==> config.mk <==
export PLATFORM = sky130hd
export DESIGN_NAME = pkt_rx_buf_flat
export DESIGN_NICKNAME = d
export VERILOG_FILES = /design/src/rtl/pkt_rx_buf_pkg.sv /design/src/rtl/pkt_rx_buf_if.sv /design/src/rtl/pkt_rx_buf_ram.sv /design/src/rtl/pkt_rx_buf.sv /design/src/flat_wrapper.sv
export SDC_FILE = /design/constraint.sdc
export NUM_CORES = 1
export LEC_CHECK = 0
export BUFFER_PORTS_ARGS = -buffer_cell sky130_fd_sc_hd__buf_4
export CORE_MARGIN = 5
export CORE_UTILIZATION = 25
export CTS_CLUSTER_SIZE = 24
export DETAILED_ROUTE_END_ITERATION = 8
export SYNTH_ARGS = -nofsm -noshare
export SYNTH_HDL_FRONTEND = slang
export SYNTH_SLANG_ARGS = --single-unit
==> constraint.sdc <==
create_clock -name clk -period 6.9 [get_ports clk]
set_clock_uncertainty 0.2 [all_clocks]
set_input_delay 0.69 -clock clk [delete_from_list [all_inputs] [get_ports clk]]
set_output_delay 0.69 -clock clk [all_outputs]
set_load 0.1 [all_outputs]
==> src/rtl/pkt_rx_buf_pkg.sv <==
// Shared definitions for the packet receive buffer: write-FSM state
// encoding and the drop-counter width plus its saturating increment.
package pkt_rx_pkg;

  typedef enum logic [1:0] {
    ST_IDLE    = 2'd0,
    ST_RECV    = 2'd1,
    ST_DISCARD = 2'd2
  } wr_state_e;

  localparam int DROP_CNT_W = 16;

  // Increment that sticks at all-ones instead of wrapping.
  function automatic logic [DROP_CNT_W-1:0] sat_inc(input logic [DROP_CNT_W-1:0] v);
    return (&v) ? v : v + 1'b1;
  endfunction

endpackage

==> src/rtl/pkt_rx_buf_if.sv <==
// Stream-in / ready-valid-out bundle for pkt_rx_buf.
// master = stream source plus downstream consumer, slave = the buffer.
interface pkt_rx_buf_if #(
  parameter int DATAWIDTH = 8
);
  logic [DATAWIDTH-1:0] in_data;
  logic                 in_sot;
  logic                 in_eot;
  logic                 in_valid;
  logic [DATAWIDTH-1:0] out_data;
  logic                 out_sot;
  logic                 out_eot;
  logic                 out_valid;
  logic                 out_ready;

  modport master (
    output in_data, in_sot, in_eot, in_valid, out_ready,
    input  out_data, out_sot, out_eot, out_valid
  );

  modport slave (
    input  in_data, in_sot, in_eot, in_valid, out_ready,
    output out_data, out_sot, out_eot, out_valid
  );
endinterface

==> src/rtl/pkt_rx_buf_ram.sv <==
// Simple dual-port RAM: one write port, one read port with a registered,
// enabled read. The read register holds its value while re_i is low, so it
// can double as the output holding register. No reset, so it maps onto
// block RAM.
module ram_dp_1r1w #(
  parameter int WIDTH     = 9,
  parameter int ADDRWIDTH = 5
) (
  input  logic                 clk,
  input  logic                 we_i,
  input  logic [ADDRWIDTH-1:0] waddr_i,
  input  logic [WIDTH-1:0]     wdata_i,
  input  logic                 re_i,
  input  logic [ADDRWIDTH-1:0] raddr_i,
  output logic [WIDTH-1:0]     rdata_o
);
  logic [WIDTH-1:0] mem_q [0:(1<<ADDRWIDTH)-1];
  logic [WIDTH-1:0] rdata_q;

  // Write port
  always_ff @(posedge clk) begin
    if (we_i) mem_q[waddr_i] <= wdata_i;
  end

  // Registered read, held when not enabled
  always_ff @(posedge clk) begin
    if (re_i) rdata_q <= mem_q[raddr_i];
  end

  assign rdata_o = rdata_q;
endmodule

==> src/rtl/pkt_rx_buf.sv <==
// Store-and-forward packet receive buffer.
// A sot/eot/valid stream is written into a circular RAM behind a
// speculative write pointer. A packet becomes readable only when its eot
// commits. Packets that overflow the RAM or break framing are rewound and
// never appear on the output side.
// Optional build macro PKT_RX_BUF_DROP_CNT_EN adds a saturating 16-bit
// drop_cnt output that counts overflow events.
module pkt_rx_buf
  import pkt_rx_pkg::*;
#(
  parameter int DATAWIDTH = 8,
  parameter int ADDRWIDTH = 5
) (
  input  logic               clk,
  input  logic               reset,
  pkt_rx_buf_if.slave        bus,
  output logic [ADDRWIDTH:0] pkt_count,
  output logic               overflow,
  output logic               proto_err
`ifdef PKT_RX_BUF_DROP_CNT_EN
  ,
  output logic [DROP_CNT_W-1:0] drop_cnt
`endif
);
  localparam int PTR_W = ADDRWIDTH + 1;
  localparam int DEPTH = 1 << ADDRWIDTH;
  localparam logic [PTR_W-1:0] FULL_DIFF = PTR_W'(DEPTH);

  wr_state_e        state_q, state_d;
  logic [PTR_W-1:0] wr_ptr_q, wr_ptr_d;
  logic [PTR_W-1:0] wr_cmt_q, wr_cmt_d;
  logic [PTR_W-1:0] rd_ptr_q;
  logic [PTR_W-1:0] base_ptr;

  logic start_pkt, cont_pkt, want_wr, full_w;
  logic ram_we, ovf_hit, perr_hit, commit;
  logic overflow_q, proto_err_q;

  logic                 out_valid_q, first_q;
  logic [ADDRWIDTH:0]   pkt_count_q;
  logic                 empty, pop, pop_eot, ram_re;
  logic [DATAWIDTH:0]   ram_rdata;

  // Write decode: which incoming word is stored, dropped or flagged
  always_comb begin
    start_pkt = bus.in_valid & bus.in_sot;
    cont_pkt  = bus.in_valid & ~bus.in_sot & (state_q == ST_RECV);
    // A sot always restarts from the last committed boundary, which
    // discards any unfinished packet still in flight.
    base_ptr  = start_pkt ? wr_cmt_q : wr_ptr_q;
    want_wr   = start_pkt | cont_pkt;
    full_w    = (base_ptr - rd_ptr_q) == FULL_DIFF;
    ram_we    = want_wr & ~full_w;
    ovf_hit   = want_wr & full_w;
    commit    = ram_we & bus.in_eot;
    perr_hit  = bus.in_valid & ((state_q == ST_IDLE) ? ~bus.in_sot : bus.in_sot);
  end

  // Next-state for the write FSM and write pointers
  always_comb begin
    state_d  = state_q;
    wr_ptr_d = wr_ptr_q;
    wr_cmt_d = wr_cmt_q;
    if (ovf_hit) begin
      wr_ptr_d = wr_cmt_q;
      state_d  = bus.in_eot ? ST_IDLE : ST_DISCARD;
    end else if (ram_we) begin
      wr_ptr_d = base_ptr + 1'b1;
      if (bus.in_eot) begin
        wr_cmt_d = base_ptr + 1'b1;
        state_d  = ST_IDLE;
      end else begin
        state_d  = ST_RECV;
      end
    end else if (bus.in_valid && bus.in_eot && state_q == ST_DISCARD) begin
      state_d = ST_IDLE;
    end
  end

  // Write FSM state and pointer registers
  always_ff @(posedge clk or posedge reset) begin
    if (reset) begin
      state_q  <= ST_IDLE;
      wr_ptr_q <= '0;
      wr_cmt_q <= '0;
    end else begin
      state_q  <= state_d;
      wr_ptr_q <= wr_ptr_d;
      wr_cmt_q <= wr_cmt_d;
    end
  end

  // Registered one-cycle status pulses
  always_ff @(posedge clk or posedge reset) begin
    if (reset) begin
      overflow_q  <= 1'b0;
      proto_err_q <= 1'b0;
    end else begin
      overflow_q  <= ovf_hit;
      proto_err_q <= perr_hit;
    end
  end

  ram_dp_1r1w #(
    .WIDTH     (DATAWIDTH + 1),
    .ADDRWIDTH (ADDRWIDTH)
  ) u_ram (
    .clk     (clk),
    .we_i    (ram_we),
    .waddr_i (base_ptr[ADDRWIDTH-1:0]),
    .wdata_i ({bus.in_eot, bus.in_data}),
    .re_i    (ram_re),
    .raddr_i (rd_ptr_q[ADDRWIDTH-1:0]),
    .rdata_o (ram_rdata)
  );

  // Read control: fetch whenever committed data exists and the output slot
  // is free or being emptied this cycle, giving one word per cycle.
  always_comb begin
    empty   = (rd_ptr_q == wr_cmt_q);
    pop     = out_valid_q & bus.out_ready;
    pop_eot = pop & ram_rdata[DATAWIDTH];
    ram_re  = ~empty & (~out_valid_q | bus.out_ready);
  end

  // Read pointer, output valid, start-of-packet tracking, packet counter
  always_ff @(posedge clk or posedge reset) begin
    if (reset) begin
      rd_ptr_q    <= '0;
      out_valid_q <= 1'b0;
      first_q     <= 1'b1;
      pkt_count_q <= '0;
    end else begin
      if (ram_re) begin
        rd_ptr_q    <= rd_ptr_q + 1'b1;
        out_valid_q <= 1'b1;
      end else if (pop) begin
        out_valid_q <= 1'b0;
      end
      if (pop) first_q <= ram_rdata[DATAWIDTH];
      case ({commit, pop_eot})
        2'b10:   pkt_count_q <= pkt_count_q + 1'b1;
        2'b01:   pkt_count_q <= pkt_count_q - 1'b1;
        default: pkt_count_q <= pkt_count_q;
      endcase
    end
  end

`ifdef PKT_RX_BUF_DROP_CNT_EN
  logic [DROP_CNT_W-1:0] drop_cnt_q;

  // Saturating count of overflow events
  always_ff @(posedge clk or posedge reset) begin
    if (reset) drop_cnt_q <= '0;
    else if (ovf_hit) drop_cnt_q <= sat_inc(drop_cnt_q);
  end

  assign drop_cnt = drop_cnt_q;
`endif

  // The RAM read register is unreset, so data is masked until a word is valid
  assign bus.out_valid = out_valid_q;
  assign bus.out_data  = out_valid_q ? ram_rdata[DATAWIDTH-1:0] : '0;
  assign bus.out_sot   = out_valid_q & first_q;
  assign bus.out_eot   = out_valid_q & ram_rdata[DATAWIDTH];
  assign pkt_count     = pkt_count_q;
  assign overflow      = overflow_q;
  assign proto_err     = proto_err_q;

endmodule
==> src/flat_wrapper.sv <==
// flat-port wrapper written by rule: the top's interface ports become plain ports
module pkt_rx_buf_flat import pkt_rx_pkg::*;
#(
  parameter int DATAWIDTH = 8,
  parameter int ADDRWIDTH = 5
)
  (clk, reset, pkt_count, overflow, proto_err, bus_in_data, bus_in_sot, bus_in_eot, bus_in_valid, bus_out_ready, bus_out_data, bus_out_sot, bus_out_eot, bus_out_valid);
  pkt_rx_buf_if #(.DATAWIDTH(DATAWIDTH)) bus_i ();
  input  logic clk;
  input  logic reset;
  output logic [ADDRWIDTH:0] pkt_count;
  output logic overflow;
  output logic proto_err;
  input wire logic [$bits(bus_i.in_data)-1:0] bus_in_data;
  input wire logic [$bits(bus_i.in_sot)-1:0] bus_in_sot;
  input wire logic [$bits(bus_i.in_eot)-1:0] bus_in_eot;
  input wire logic [$bits(bus_i.in_valid)-1:0] bus_in_valid;
  input wire logic [$bits(bus_i.out_ready)-1:0] bus_out_ready;
  output wire logic [$bits(bus_i.out_data)-1:0] bus_out_data;
  output wire logic [$bits(bus_i.out_sot)-1:0] bus_out_sot;
  output wire logic [$bits(bus_i.out_eot)-1:0] bus_out_eot;
  output wire logic [$bits(bus_i.out_valid)-1:0] bus_out_valid;
  assign bus_i.in_data = bus_in_data;
  assign bus_i.in_sot = bus_in_sot;
  assign bus_i.in_eot = bus_in_eot;
  assign bus_i.in_valid = bus_in_valid;
  assign bus_i.out_ready = bus_out_ready;
  assign bus_out_data = bus_i.out_data;
  assign bus_out_sot = bus_i.out_sot;
  assign bus_out_eot = bus_i.out_eot;
  assign bus_out_valid = bus_i.out_valid;
  pkt_rx_buf #(.DATAWIDTH(DATAWIDTH), .ADDRWIDTH(ADDRWIDTH)) u_core (.clk(clk), .reset(reset), .bus(bus_i), .pkt_count(pkt_count), .overflow(overflow), .proto_err(proto_err));
endmodule
Word-level counts from Yosys, hierarchy flattened
Memory sizes are Yosys's and may differ from the RTL's. A register that Yosys moved wholly into a read port is not among the register bits.
Cells that the tools add are included.
{ "word_totals": {"register_bits": 30, "word_cells": 63, "mem_bits_rw": 288, "input_bits": 14, "mem_count": 1} }
{ "mem_list": {"columns": ["name", "depth", "width", "rd", "rd_clocked_by_memory_dff", "wr", "line", "rtl"], "rows": [
  ["u_core.u_ram.mem_q", 32, 9, 1, 1, 1, "pkt_rx_buf_ram.sv:17", "logic [WIDTH-1:0] mem_q [0:(1<<ADDRWIDTH)-1];"]
]} }
{ "op_classes": {"mux": 15, "n_bitwise": 19, "reduce_logical": 8, "n_eq_ne": 6, "addsub": 5} }
{ "ops": {"columns": ["operator", "n"], "rows": [
  ["$add A6 B1 Y6 const B", 3],
  ["$mux W6", 3],
  ["$and A1 B1 Y1", 12],
  ["$pmux W6 S2", 1],
  ["$mux W2", 4],
  ["$mux W8", 1],
  ["$eq A6 B6 Y1", 1],
  ["$eq A6 B6 Y1 const B", 1],
  ["$mux W1", 6],
  ["$reduce_bool A2 Y1", 3],
  ["$sub A6 B1 Y6 const B", 1],
  ["$sub A6 B6 Y6", 1],
  ["$not A1 Y1", 5],
  ["$eq A2 B1 Y1 const B", 2],
  ["$eq A2 B2 Y1 const B", 2],
  ["$reduce_and A3 Y1", 1],
  ["$reduce_bool A3 Y1", 1],
  ["$logic_and A1 B1 Y1", 2],
  ["$logic_not A2 Y1", 1],
  ["$or A1 B1 Y1", 2]
]} }

Logic depth before layout (Yosys ltp)
Gate-level depths: netlist of the first run.
{ "depth": {"word_depth": 9, "depth_mapped": 22, "ltp_nobuf": 19} }

Cells and area by module
A second synthesis of the first run with hierarchy kept.
{ "hier_totals": {"cells_unflattened": 687, "area_unflattened_um2": 13467.9} }
{ "by_module_without_submodules": {"columns": ["mod", "area_per_inst_um2", "n_inst", "cells_per_inst"], "rows": [
  ["ram_dp_1r1w", 11372.2, 1, 463],
  ["pkt_rx_buf", 2095.8, 1, 224]
]} }

Worst setup path before layout of the first run
No wires, ideal clock.
{ "synth_timing": {"path_kind": "input -> register", "start": "input port bus_in_valid", "end": "register u_core.pkt_count_q[5], in the netlist u_core.pkt_count[5]", "arrival_ns": 4.251, "stages": 21, "setup_time_ns": 0.161, "required_ns": 6.539, "path_slack_ns": 2.288, "cell_sequence": "buf_4 -> nand2_4 -> mux2i_1 -> inv_1 -> ha_1 -> a21o_1 -> a21oi_1 -> o21ai_0 -> xnor2_1 -> o211ai_2 -> and3_1 -> buf_6 -> inv_2 -> ha_1 -> buf_2 -> o22ai_1 -> a2bb2oi_1 -> nand2b_1 -> a211o_1 -> a21oi_1 -> xor2_1"} }
{ "synth_via": {"elab_chain_len": 9, "elab_cells_between_ends": 14, "classes_between": "add/sub: 1; eq/ne: 3; mux: 2; bitwise: 7; reduce/logical: 1"} }
{ "synth_rtl": {"columns": ["item", "line", "rtl"], "rows": [
  ["from (decl)", "flat_wrapper.sv:17", "input wire logic [$bits(bus_i.in_valid)-1:0] bus_in_valid;"],
  ["$and A1 B1 Y1", "pkt_rx_buf.sv:46", "start_pkt = bus.in_valid & bus.in_sot;"],
  ["$mux W6", "pkt_rx_buf.sv:50", "base_ptr = start_pkt ? wr_cmt_q : wr_ptr_q;"],
  ["$sub A6 B6 Y6", "pkt_rx_buf.sv:52", "full_w = (base_ptr - rd_ptr_q) == FULL_DIFF;"],
  ["$eq A6 B6 Y1", "pkt_rx_buf.sv:52", null],
  ["$not A1 Y1", "pkt_rx_buf.sv:53", "ram_we = want_wr & ~full_w;"],
  ["$and A1 B1 Y1 (*)", "pkt_rx_buf.sv:53", null],
  ["$and A1 B1 Y1 (*)", "pkt_rx_buf.sv:55", "commit = ram_we & bus.in_eot;"],
  ["$eq A2 B1 Y1 or $eq A2 B2 Y1 (tied branches)", "pkt_rx_buf.sv:141", "case ({commit, pop_eot})"],
  ["$pmux W6 S2 or $reduce_bool A2 Y1 (tied branches)", null, null],
  ["to (signal assigned)", "pkt_rx_buf.sv:142", "2'b10: pkt_count_q <= pkt_count_q + 1'b1;"],
  ["to (signal assigned)", "pkt_rx_buf.sv:143", "2'b01: pkt_count_q <= pkt_count_q - 1'b1;"],
  ["to (signal assigned)", "pkt_rx_buf.sv:144", "default: pkt_count_q <= pkt_count_q;"],
  ["to (decl)", "pkt_rx_buf.sv:40", "logic [ADDRWIDTH:0] pkt_count_q;"]
]} }
Mark *: on every way between the ends. The rest lies on a longest branch, timed or not.
A chain may end at the register's enable or synchronous reset.

Final worst setup path of the first run
{ "layout_timing": {"start": "register u_core.rd_ptr_q[1]", "end": "register u_core.pkt_count_q[5], in the netlist u_core.pkt_count[5]"} }
{ "layout_via": {"elab_chain_len": 7, "elab_cells_between_ends": 9, "classes_between": "add/sub: 1; eq/ne: 3; mux: 1; bitwise: 3; reduce/logical: 1"} }
{ "layout_rtl": {"columns": ["item", "line", "rtl"], "rows": [
  ["from (decl)", "pkt_rx_buf.sv:32", "logic [PTR_W-1:0] rd_ptr_q;"],
  ["from (signal assigned)", "pkt_rx_buf.sv:135", "rd_ptr_q <= rd_ptr_q + 1'b1;"],
  ["$sub A6 B6 Y6 (*)", "pkt_rx_buf.sv:52", null],
  ["$eq A6 B6 Y1 (*)", "pkt_rx_buf.sv:52", null],
  ["$not A1 Y1 (*)", "pkt_rx_buf.sv:53", null],
  ["$and A1 B1 Y1 (*)", "pkt_rx_buf.sv:53", null],
  ["$and A1 B1 Y1 (*)", "pkt_rx_buf.sv:55", null],
  ["$eq A2 B1 Y1 or $eq A2 B2 Y1 (tied branches)", "pkt_rx_buf.sv:141", null],
  ["$pmux W6 S2 or $reduce_bool A2 Y1 (tied branches)", null, null]
]} }
Marks and branches as above.

==> reports/metrics.yaml, run 1 <==
nets: 764
fp.dieW_um: 241
synth_mux_area_share_pct: 16.9
rsz0062_at_grt: "no"
gp_congestion: 0.849
crit_path_start_kind: "flip-flop"
r2r_cells: 16
fmaxAchievable_mhz: 198
synth_common_cells: "edfxtp_1 (297), mux4_2 (90), nand2_1 (43), nor2_1 (42), dfrtp_1 (29)"
synth_compound_area_share_pct: 1.82
ys_top_cells_by_area: "edfxtp_1 (67%), mux4_2 (15%), dfrtp_1 (5.4%)"
cts_resized: 0
htree_levels: 2
crit_required_ns: 7.13
die_h_um: 241
relSlewSlack_pct: 21.0
fillerInstances: 5194
port_buffers: 32
min_period_ns: 5.06
synth_top_family_by_area: "multiplexers"
design_area_sq_um: 15400
p_leak_nw: 5.04
routed_wl_um: 27300
synthAdderAreaFrac_pct: 1.22
path_clk_slew_ns: 0.06
io_pins: 33
ys_async_sr_fraction_pct: 9.17
cts_setup_buffers: 0
synth-edff-count: 297
reg2reg_from: "u_core.rd_ptr_q[1]$_DFFE_PP0P_"
cts_tree: "built"
avgViaCountPerCell: 4.38
yosys.area.top_type: "edfxtp_1"
cts.hold.buffers_added: 0
ir_worst_vdd_uv: 289
drt_first_pass_iters: 5
grt_max_degree: 42
track_usage_pct: 9.30
powerDensity_nw_per_um2: 423
grt-busiest-layer: "met2"
diodes: 0
finalSetupTns_ns: 0
synth-seq-cells: 327
drtAntennaViolNets: 0
rows: 84
critical_path.max_fanout: 37
start_util_pct: 25.3
routedWlPerCell_um: 18.8
synth-seq-area-share_pct: 72.4
yosysUniqueCellTypes: 43
endpoint_kind: "flip-flop"
drc: 0
syn_area_sq_um: 13400
cts_made_buffers: 36
finalCritPeriodShare_pct: 73.3
grtUsageMet2_pct: 13.8
grt_use_met1_pct: 13.6
use_met3_pct: 2.69
finalHoldViolations: 0
synth_top_area_share_pct: 66.8
slew_violations: 0
core_area_sq_um: 52800
clock_latency_ns: 0.51
cts_sinks: 327
setup_viol: 0
antenna_found_initial: 0
avgSynthCellArea_sq_um: 19.3
syn2layout_area_growth_pct: 15.3
dp.cells: 1387
placed_cell_area_sq_um: 14400
vias: 6356
drt_iter0_markers: 414
r2r_slack_ns: 1.84
arrival_ns: 5.29
critPathKind: "flip-flop to flip-flop"
cts_buffer_depth: 3
synthesis.nets: 718
dp_hpwl_um: 16900
die_area_sq_um: 58100
hp-class: "input port to asynchronous set/reset pin"
yosys_warnings: 0
status: "completed"
r2r-end: "u_core.pkt_count[5]$_DFFE_PP0P_"
grt_pass1_wl_um: 41200
ys.flop_type: "edfxtp_1"
clock-root-buffer: "clkbuf_16"
synthSimpleGateAreaFrac_pct: 4.30
overflow: 0
grt_pass1_vias: 6480
final_cells: 1450
worst_pin_slew_ns: 1.17
yosys.area_share.xor_xnor_pct: 1.84
maxCapViolations: 0
yosysMostFrequentCell: "edfxtp_1"
drive_gt1_share_pct: 24.4
synthCells: 691
-- worst max path at each step --
stage	start	end	slack (ns)	cells after the start
after floorplan	bus_in_valid	u_core.pkt_count[5]$_DFFE_PP0P_	2.29	21
after global placement	bus_in_valid	u_core.pkt_count[5]$_DFFE_PP0P_	1.63	19
after detailed placement	bus_in_valid	u_core.pkt_count[5]$_DFFE_PP0P_	1.39	19
after CTS	u_core.rd_ptr_q[1]$_DFFE_PP0P_	u_core.pkt_count[5]$_DFFE_PP0P_	1.83	16
after global routing	bus_in_valid	u_core.pkt_count[5]$_DFFE_PP0P_	1.44	19
final	u_core.rd_ptr_q[1]$_DFFE_PP0P_	u_core.pkt_count[5]$_DFFE_PP0P_	1.84	16
-- metrics by stage --
step / util, % / total power (W) / worst slack [ns] / hold WS (ns)
6_report: 29.2 / 0.00650 / 1.84 / 0.0733
5_1_grt: 29.2 / 0.00683 / 1.44 / 0.0982
4_1_cts: 29.2 / 0.00658 / 1.83 / 0.0778
3_5_place_dp: 27.2 / 0.00488 / 1.39 / 0.269
3_3_place_gp: 27.2 / 0.00486 / 1.63 / 0.264
2_1_floorplan: - / 0.00427 / 2.29 / 0.255
-- critical path: stages (launching register included) --
cell and delay, ns:
dfrtp_4 0.80, inv_1 0.19, ha_1 0.34, nor2b_1 0.13
o21ai_0 0.28, a21oi_1 0.13, o211ai_2 0.63, and3_1 0.58
inv_2 0.08, ha_1 0.38, nand2b_1 0.14, o22ai_1 0.08
a2bb2oi_1 0.31, nand2b_1 0.09, a211o_1 0.29, a21oi_1 0.17
xor2_1 0.15
-- final cells by class --
| cell class | instances | area (sq um) | share of cell area, % |
|---|---|---|---|
| sequential | 327 | 9680 | 62.9 |
| multi-input combinational | 317 | 3480 | 22.6 |
| clock buffer | 53 | 965 | 6.27 |
| tap | 688 | 861 | 5.59 |
| timing repair buffer | 38 | 285 | 1.85 |
| clock inverter | 10 | 63.8 | 0.414 |
| inverter | 17 | 63.8 | 0.414 |
-- power breakdown --
group	internal (W)	switching [W]
Sequential	0.00237	0.000168
Combinational	0.000905	0.00137
Clock	0.000972	0.000726
Total	0.00424	0.00226
-- cell families after synthesis --
| family | count (synthesis) |
|---|---|
| adders and majority gates | 13 |
| DFF | 327 |
| AOI/OAI and AO/OA | 39 |
| xor gates and xnor gates | 28 |
| buffers and inverters | 47 |
| and+or+nand+nor | 128 |
| muxes | 109 |
-- layout by cell type (no fill, tap or decap), types with 13 or more instances in the layout --
cell type / Yosys / final
buf_4: 4 / 38
mux4_2: 90 / 90
inv_1: 15 / 15
nor2_1: 42 / 42
dfrtp_1: 29 / 27
nand2_1: 43 / 43
clkbuf_16: 0 / 36
edfxtp_1: 297 / 297
ha_1: 13 / 13
xnor2_1: 16 / 16
clkbuf_1: 17 / 17
-- per-layer routing --
layer  vias up  wire length, um
li1       2832                -
met1      3339            12700
met2       156            12200
met3        29             1850
met4         0              480
met5         -                0
-- registers in the layout (all words and copies together), names as in the netlist --
name                  cells
u_core.bus.out_valid      1
u_core.first_q            1
u_core.overflow           1
u_core.pkt_count          6
u_core.proto_err          1
u_core.rd_ptr_q           6
u_core.state_q            2
u_core.u_ram.mem_q      288
u_core.u_ram.rdata_o      9
u_core.wr_cmt_q           6
u_core.wr_ptr_q           6
Power figures use the tool's default switching activity.
==> run 2, diff against run 1 <==
--- a/config.mk
+++ b/config.mk
@@ -5,6 +5,7 @@
 export SDC_FILE = /design/constraint.sdc
 export NUM_CORES = 1
 export LEC_CHECK = 0
+export ABC_AREA = 1
 export BUFFER_PORTS_ARGS = -buffer_cell sky130_fd_sc_hd__buf_4
 export CORE_MARGIN = 5
 export CORE_UTILIZATION = 25
==> constraint.sdc (replaced) <==
create_clock -name clk -period 4.81 [get_ports clk]
set_clock_uncertainty 0.2 [all_clocks]
set_input_delay 0.481 -clock clk [delete_from_list [all_inputs] [get_ports clk]]
set_output_delay 0.481 -clock clk [all_outputs]
set_load 0.1 [all_outputs]
==> run 2 against run 1 <==
  * Total power up 59%
  * Via count up 52%
  * Sequential cell count unchanged
  * Critical path type unchanged
  * Die area is 5.1% higher
  * Sequential power increased by 41%
  * Cell count grew 42%
  * Hold slack worse by 0.042 ns
  * Routed wire length increased by 33%
  * Core utilization increased by 0.066 points
  * Maximum frequency is 18% higher
==> reports/metrics.yaml, run 2 <==
arrival_ns: 4.53
pwr-share-comb_pct: 40.6
cts_setup_buffers: 0
finalCritPeriodShare_pct: 89.3
track_usage_pct: 11.6
status: "completed"
largest_reg_flops: 288
yosys.area_share.xor_xnor_pct: 1.06
synth_top_family_by_area: "simple AND/OR/NAND/NOR gates"
worst_path_max_delay_cell: "dfrtp_1"
synth-seq-cells: 327
syn2layout_area_growth_pct: 16.6
synthAdderAreaFrac_pct: 1.16
antenna_found_initial: 0
synthCells: 1238
power_frac_seq_pct: 34.7
use_met3_pct: 2.33
cts_sinks: 327
worst_pin_slew_ns: 0.961
top_register: "u_core.u_ram.mem_q"
pwr-share-clk_pct: 24.7
grtUsageMet2_pct: 18.0
synth-edff-count: 297
yosys_warnings: 0
avgSynthCellArea_sq_um: 11.4
routed_wl_um: 36200
grt-busiest-layer: "met2"
drt_iter0_markers: 1231
hp-class: "input port to flip-flop"
synth-seq-area-share_pct: 68.8
critical_path.max_fanout: 14
diodes: 0
grt_use_met1_pct: 16.8
vias: 9636
powerDensity_nw_per_um2: 630
cts_made_buffers: 34
nets: 1310
fillerInstances: 5724
power_switching_w: 0.00437
drive_gt1_share_pct: 10.8
clock_latency_ns: 0.52
core_area_sq_um: 56100
final_cell_mix: "edfxtp_1 (297), nand2_1 (191), nor2_1 (180)"
die_h_um: 247
p_sw_share_pct: 42.3
crit_required_ns: 5.05
finalHoldViolations: 0
overflow: 0
crit_chain: "inv_1 > o21ai_0 > inv_1 > ha_1 > inv_1 > nand2_1 > nand2_1 > nand2_1 > nand3_1 > nand2_1 > nor2_4 > nand2_4 > nand3_2 > ha_1 > xnor2_1 > inv_1 > ha_1 > or2_2 > nand4_1 > nand2_1 > xor2_1 > o21ai_0"
avgViaCountPerCell: 4.67
fin_ws_ns: 0.516
ys.flop_type: "edfxtp_1"
drc: 0
port_buffers: 32
critPathKind: "flip-flop to flip-flop"
whs_ns: 0.0316
slowest_delay_ns: 0.43
internal_power_w: 0.00595
yosysMostFrequentCell: "edfxtp_1"
p_leak_nw: 5.84
ir_worst_vdd_uv: 654
maxCapViolations: 0
synthSimpleGateAreaFrac_pct: 15.4
cts_tree: "built"
slew_violations: 0
synth_common_cells: "edfxtp_1 (297), nand2_1 (191), nor2_1 (180), o21ai_0 (143), nand3_1 (63)"
post-place-ws_ns: 0.327
cpMostUsedCell: "nand2_1"
dp.cells: 2002
ys_top_cells_by_area: "edfxtp_1 (63%), dfrtp_1 (5.2%), nand2_1 (5.1%)"
start_util_pct: 25.1
die_area_sq_um: 61100
setup_viol: 0
clock-root-buffer: "clkbuf_16"
rows: 87
ys_async_sr_fraction_pct: 9.17
io_pins: 33
grt_max_degree: 154
final_common_cell: "edfxtp_1"
gp_congestion: 0.819
fmaxAchievable_mhz: 233
htree_levels: 2
dp_hpwl_um: 21700
drtAntennaViolNets: 0
yosysUniqueCellTypes: 37
rsz0062_at_grt: "no"
yosys.area.top_type: "edfxtp_1"
drt_first_pass_iters: 6
path_clk_slew_ns: 0.06
endpoint_kind: "flip-flop"
cts_buffer_depth: 3
min_period_ns: 4.29
synth_top_area_share_pct: 63.4
grt_pass1_vias: 9251
routedWlPerCell_um: 17.6
fp.dieW_um: 247
crit_path_start_kind: "flip-flop"
synthesis.nets: 1265
finalSetupTns_ns: 0
grt_pass1_wl_um: 55800
synth_compound_area_share_pct: 9.50
cp_top_family: "simple AND/OR/NAND/NOR gates"
final_cells: 2065
cp_num_buf_inv: 4
syn_area_sq_um: 14100
synth_mux_area_share_pct: 0
relSlewSlack_pct: 35.9
[run 2: changes by cell type after synthesis, moves of 18 or more]
cell and change:
nor3_1 +35, nand4_1 +18, nand2_1 +148, o21ai_0 +133
nand3_1 +51, inv_1 +46, o22ai_1 +21, a21oi_1 +19
mux4_2 -90, nor2_1 +138, clkbuf_1 +29, o211ai_1 +24
[run 2: worst register-to-register path: stages (launching register included)]
cell and delay [ns]:
dfrtp_1 0.43, inv_1 0.09, o21ai_0 0.42, inv_1 0.23, ha_1 0.27, inv_1 0.08, nand2_1 0.09, nand2_1 0.10
nand2_1 0.08, nand3_1 0.09, nand2_1 0.10, nor2_4 0.22, nand2_4 0.16, nand3_2 0.18, ha_1 0.33, xnor2_1 0.17
inv_1 0.06, ha_1 0.18, or2_2 0.31, nand4_1 0.09, nand2_1 0.07, xor2_1 0.13, o21ai_0 0.14
[run 2: timing repair]
action / 4_1_cts / 5_1_grt
gates resized for setup: 0 / 0
hold endpoints to repair: 29 / 0
hold buffers: 1 / 0
[run 2: stage by stage]
step / area, sq um / util [%] / power, W
after floorplan: 14100 / - / 0.00651
after global placement: 15300 / 27.3 / 0.00771
after detailed placement: 15300 / 27.3 / 0.00780
after CTS: 16400 / 29.2 / 0.0104
after global routing: 16400 / 29.2 / 0.0109
final: 16400 / 29.2 / 0.0103
[run 2: cells by family after synthesis]
group,after synthesis
xor gates and xnor gates,17
and+or+nand+nor,508
buffers and inverters,137
AOI/OAI and AO/OA,236
DFF,327
adders and majority gates,13
[run 2: worst paths after layout]
path	from	end	slack, ns	depth (start not counted)
max	u_core.wr_cmt_q[0]$_DFFE_PP0P_	u_core.pkt_count[4]$_DFFE_PP0P_	0.52	22
min	bus_in_sot	u_core.proto_err$_DFF_PP0_	0.03	2
max reg2reg	u_core.wr_cmt_q[0]$_DFFE_PP0P_	u_core.pkt_count[4]$_DFFE_PP0P_	0.52	22
min reg2reg	u_core.first_q$_DFFE_PP1P_	u_core.first_q$_DFFE_PP1P_	0.29	2
max in group asynchronous	reset	u_core.first_q$_DFFE_PP1P_	3.68	4
min in group asynchronous	reset	u_core.pkt_count[4]$_DFFE_PP0P_	0.40	4
[run 2: per-layer routing]
metal  part of all wire [%]  wire, um  vias up
li1                       -         -     4501
met2                     45     16200      380
met1                     45     16300     4691
met3                    8.2      2970       64
met4                    2.0       729        0
met5                      0         0        -
[run 2: power by group through the flow]
stage          Sequential (W)  Combinational (W)  Clock [W]
2_1_floorplan         0.00377            0.00274          0
3_3_place_gp          0.00363            0.00407          0
3_5_place_dp          0.00364            0.00416          0
4_1_cts               0.00358            0.00417    0.00261
5_1_grt               0.00361            0.00456    0.00272
6_report              0.00358            0.00419    0.00255
[run 2: layout make-up]
type | instances | area (sq um) | share of cell area (%)
clock buffer | 47 | 941 | 5.74
timing repair buffer | 79 | 621 | 3.79
multi-input combinational | 774 | 3820 | 23.3
sequential | 327 | 9680 | 59.0
clock inverter | 15 | 139 | 0.847
inverter | 67 | 254 | 1.55
tap | 756 | 946 | 5.77
==> run 3, diff against run 2 <==
--- a/config.mk
+++ b/config.mk
@@ -8,9 +8,10 @@
 export ABC_AREA = 1
 export BUFFER_PORTS_ARGS = -buffer_cell sky130_fd_sc_hd__buf_4
 export CORE_MARGIN = 5
-export CORE_UTILIZATION = 25
+export CORE_UTILIZATION = 30
 export CTS_CLUSTER_SIZE = 24
 export DETAILED_ROUTE_END_ITERATION = 8
+export RECOVER_POWER = 25
 export SYNTH_ARGS = -nofsm -noshare
 export SYNTH_HDL_FRONTEND = slang
 export SYNTH_SLANG_ARGS = --single-unit
==> run 3 against run 2 <==
  * The flow now finishes with violations (max-capacitance violations, max-slew violations)
  * Cell count down 7.1%
  * Routed wire length fell by 1.0%
  * First-iteration DRC count down 17%
  * Critical endpoint unchanged
  * Worst setup slack gained 0.0035 ns
  * Total power is essentially flat
  * Core utilization rose by 5.7 points
  * Register-to-register slack is essentially flat
  * Sequential share of layout area grew 0.56 points
  * Global-route usage up 2.1 points
  * Non-clock buffer count is 2 higher
==> reports/metrics.yaml, run 3 (same netlist as run 2, synthesis figures left out) <==
status: "complete, but fails checks"
violations: "max-capacitance violations, max-slew violations"
design_area_sq_um: 16200
antenna_found_initial: 0
port_buffers: 32
cts_made_buffers: 36
finalHoldViolations: 0
finalSetupTns_ns: 0
p_sw_share_pct: 41.7
avgViaCountPerCell: 5.03
overflow: 0
fp.dieW_um: 227
routedWlPerCell_um: 18.7
clock-root-buffer: "clkbuf_16"
critical_path.max_fanout: 14
fmaxAchievable_mhz: 233
grt_pass1_vias: 9159
drive_gt1_share_pct: 10.4
largest_reg_flops: 288
final_cell_mix: "edfxtp_1 (297), nand2_1 (191), nor2_1 (180)"
placed_cell_area_sq_um: 15100
arrival_ns: 4.53
routed_wl_um: 35900
nets: 1314
gp_congestion: 0.858
die_area_sq_um: 51300
io_pins: 33
p_leak_nw: 5.83
rows: 79
cts_tree: "built"
powerDensity_nw_per_um2: 636
grt_max_degree: 154
slowest_delay_ns: 0.45
pwr-share-comb_pct: 40.0
dp_hpwl_um: 21200
track_usage_pct: 13.8
slew_violations: 165
cp_num_buf_inv: 4
power_switching_w: 0.00431
drt_first_pass_iters: 5
final_common_cell: "edfxtp_1"
syn2layout_area_growth_pct: 15.5
vias: 9655
path_clk_slew_ns: 0.06
drc: 0
finalCritPeriodShare_pct: 89.2
power_frac_seq_pct: 34.6
relSlewSlack_pct: -13.1
drt_iter0_markers: 1023
crit_chain: "inv_1 > o21ai_0 > inv_1 > ha_1 > inv_1 > nand2_1 > nand3_1 > nand2_1 > nor2_1 > nand2_1 > nor2_4 > nand2_4 > nand3_2 > ha_1 > xnor2_1 > inv_1 > ha_1 > or2_2 > nand4_1 > nand2_1 > xor2_1 > o21ai_0"
cp_top_family: "simple AND/OR/NAND/NOR gates"
ir_worst_vdd_uv: 1060
worst_path_max_delay_cell: "o21ai_0"
start_util_pct: 30.3
crit_required_ns: 5.05
critPathKind: "flip-flop to flip-flop"
rsz0062_at_grt: "no"
crit_path_start_kind: "flip-flop"
setup_viol: 0
drtAntennaViolNets: 0
endpoint_kind: "flip-flop"
hp-class: "input port to flip-flop"
min_period_ns: 4.29
core_area_sq_um: 46500
htree_levels: 2
maxCapViolations: 6
diodes: 0
cts_setup_buffers: 0
cts_buffer_depth: 3
internal_power_w: 0.00601
cts_sinks: 327
clock_latency_ns: 0.53
die_h_um: 227
worst_pin_slew_ns: 1.70
grt_pass1_wl_um: 55000
top_register: "u_core.u_ram.mem_q"
pwr-share-clk_pct: 25.4
==> run 3: cell count changes in the layout (fill, tap and decap cells not counted), moves of 2 or more <==
cell / change
clkinv_1: -5
clkbuf_8: -2
buf_4: -5
clkbuf_1: +13
clkbuf_16: +2
==> run 3: area by class of cell <==
class,count,area (sq um)
Multi-Input combinational cell,774,3820
Clock buffer,53,986
Clock inverter,10,136
Fill cell,4534,30200
Tap cell,607,759
Inverter,67,254
Sequential cell,327,9680
Timing Repair Buffer,81,609
==> run 3: power by group through the flow <==
stage	Clock [W]	Sequential [W]	Combinational, W
final	0.00262	0.00357	0.00413
after global routing	0.00280	0.00360	0.00452
after CTS	0.00267	0.00357	0.00413
after detailed placement	0	0.00362	0.00412
after global placement	0	0.00362	0.00406
after floorplan	0	0.00377	0.00274
==> run 3: routing by layer <==
metal  up-vias  GRT usage (%)  routed length (um)
met5         -              0                   0
met4         0           3.86                 915
met3        62           2.41                2540
met2       359           21.4               16400
met1      4736           19.9               16100
li1       4498              -                   -
==> run 3: timing repair <==
item / CTS / global route
endpoints found under the hold margin: 29 / 0
resized for setup: 0 / 0
hold buffers: 1 / 0
==> run 3: metrics by stage <==
step | utilization [%] | std cells | setup WS, ns | power, W | hold slack, ns
6_report | 35.0 | 1919 | 0.520 | 0.0103 | 0.0334
5_1_grt | 35.0 | 1919 | 0.0472 | 0.0109 | 0.0392
4_1_cts | 35.0 | 1919 | 0.522 | 0.0104 | 0.0194
3_5_place_dp | 32.6 | 1855 | 0.263 | 0.00774 | 0.294
3_3_place_gp | 32.6 | 1855 | 0.524 | 0.00768 | 0.280
2_1_floorplan | - | 1238 | 0.745 | 0.00651 | 0.266
==> run 3: worst paths after layout <==
check                      slack (ns)                           start  cells after the start                         endpoint
max in group asynchronous        3.63                           reset                      4       u_core.first_q$_DFFE_PP1P_
setup reg to reg                 0.52  u_core.wr_cmt_q[0]$_DFFE_PP0P_                     22  u_core.pkt_count[4]$_DFFE_PP0P_
hold / removal                   0.03                      bus_in_sot                      2       u_core.proto_err$_DFF_PP0_
setup / recovery                 0.52  u_core.wr_cmt_q[0]$_DFFE_PP0P_                     22  u_core.pkt_count[4]$_DFFE_PP0P_
hold reg to reg                  0.30  u_core.wr_ptr_q[3]$_DFFE_PP0P_                      2   u_core.wr_ptr_q[3]$_DFFE_PP0P_
min in group asynchronous        0.43                           reset                      4   u_core.wr_ptr_q[5]$_DFFE_PP0P_
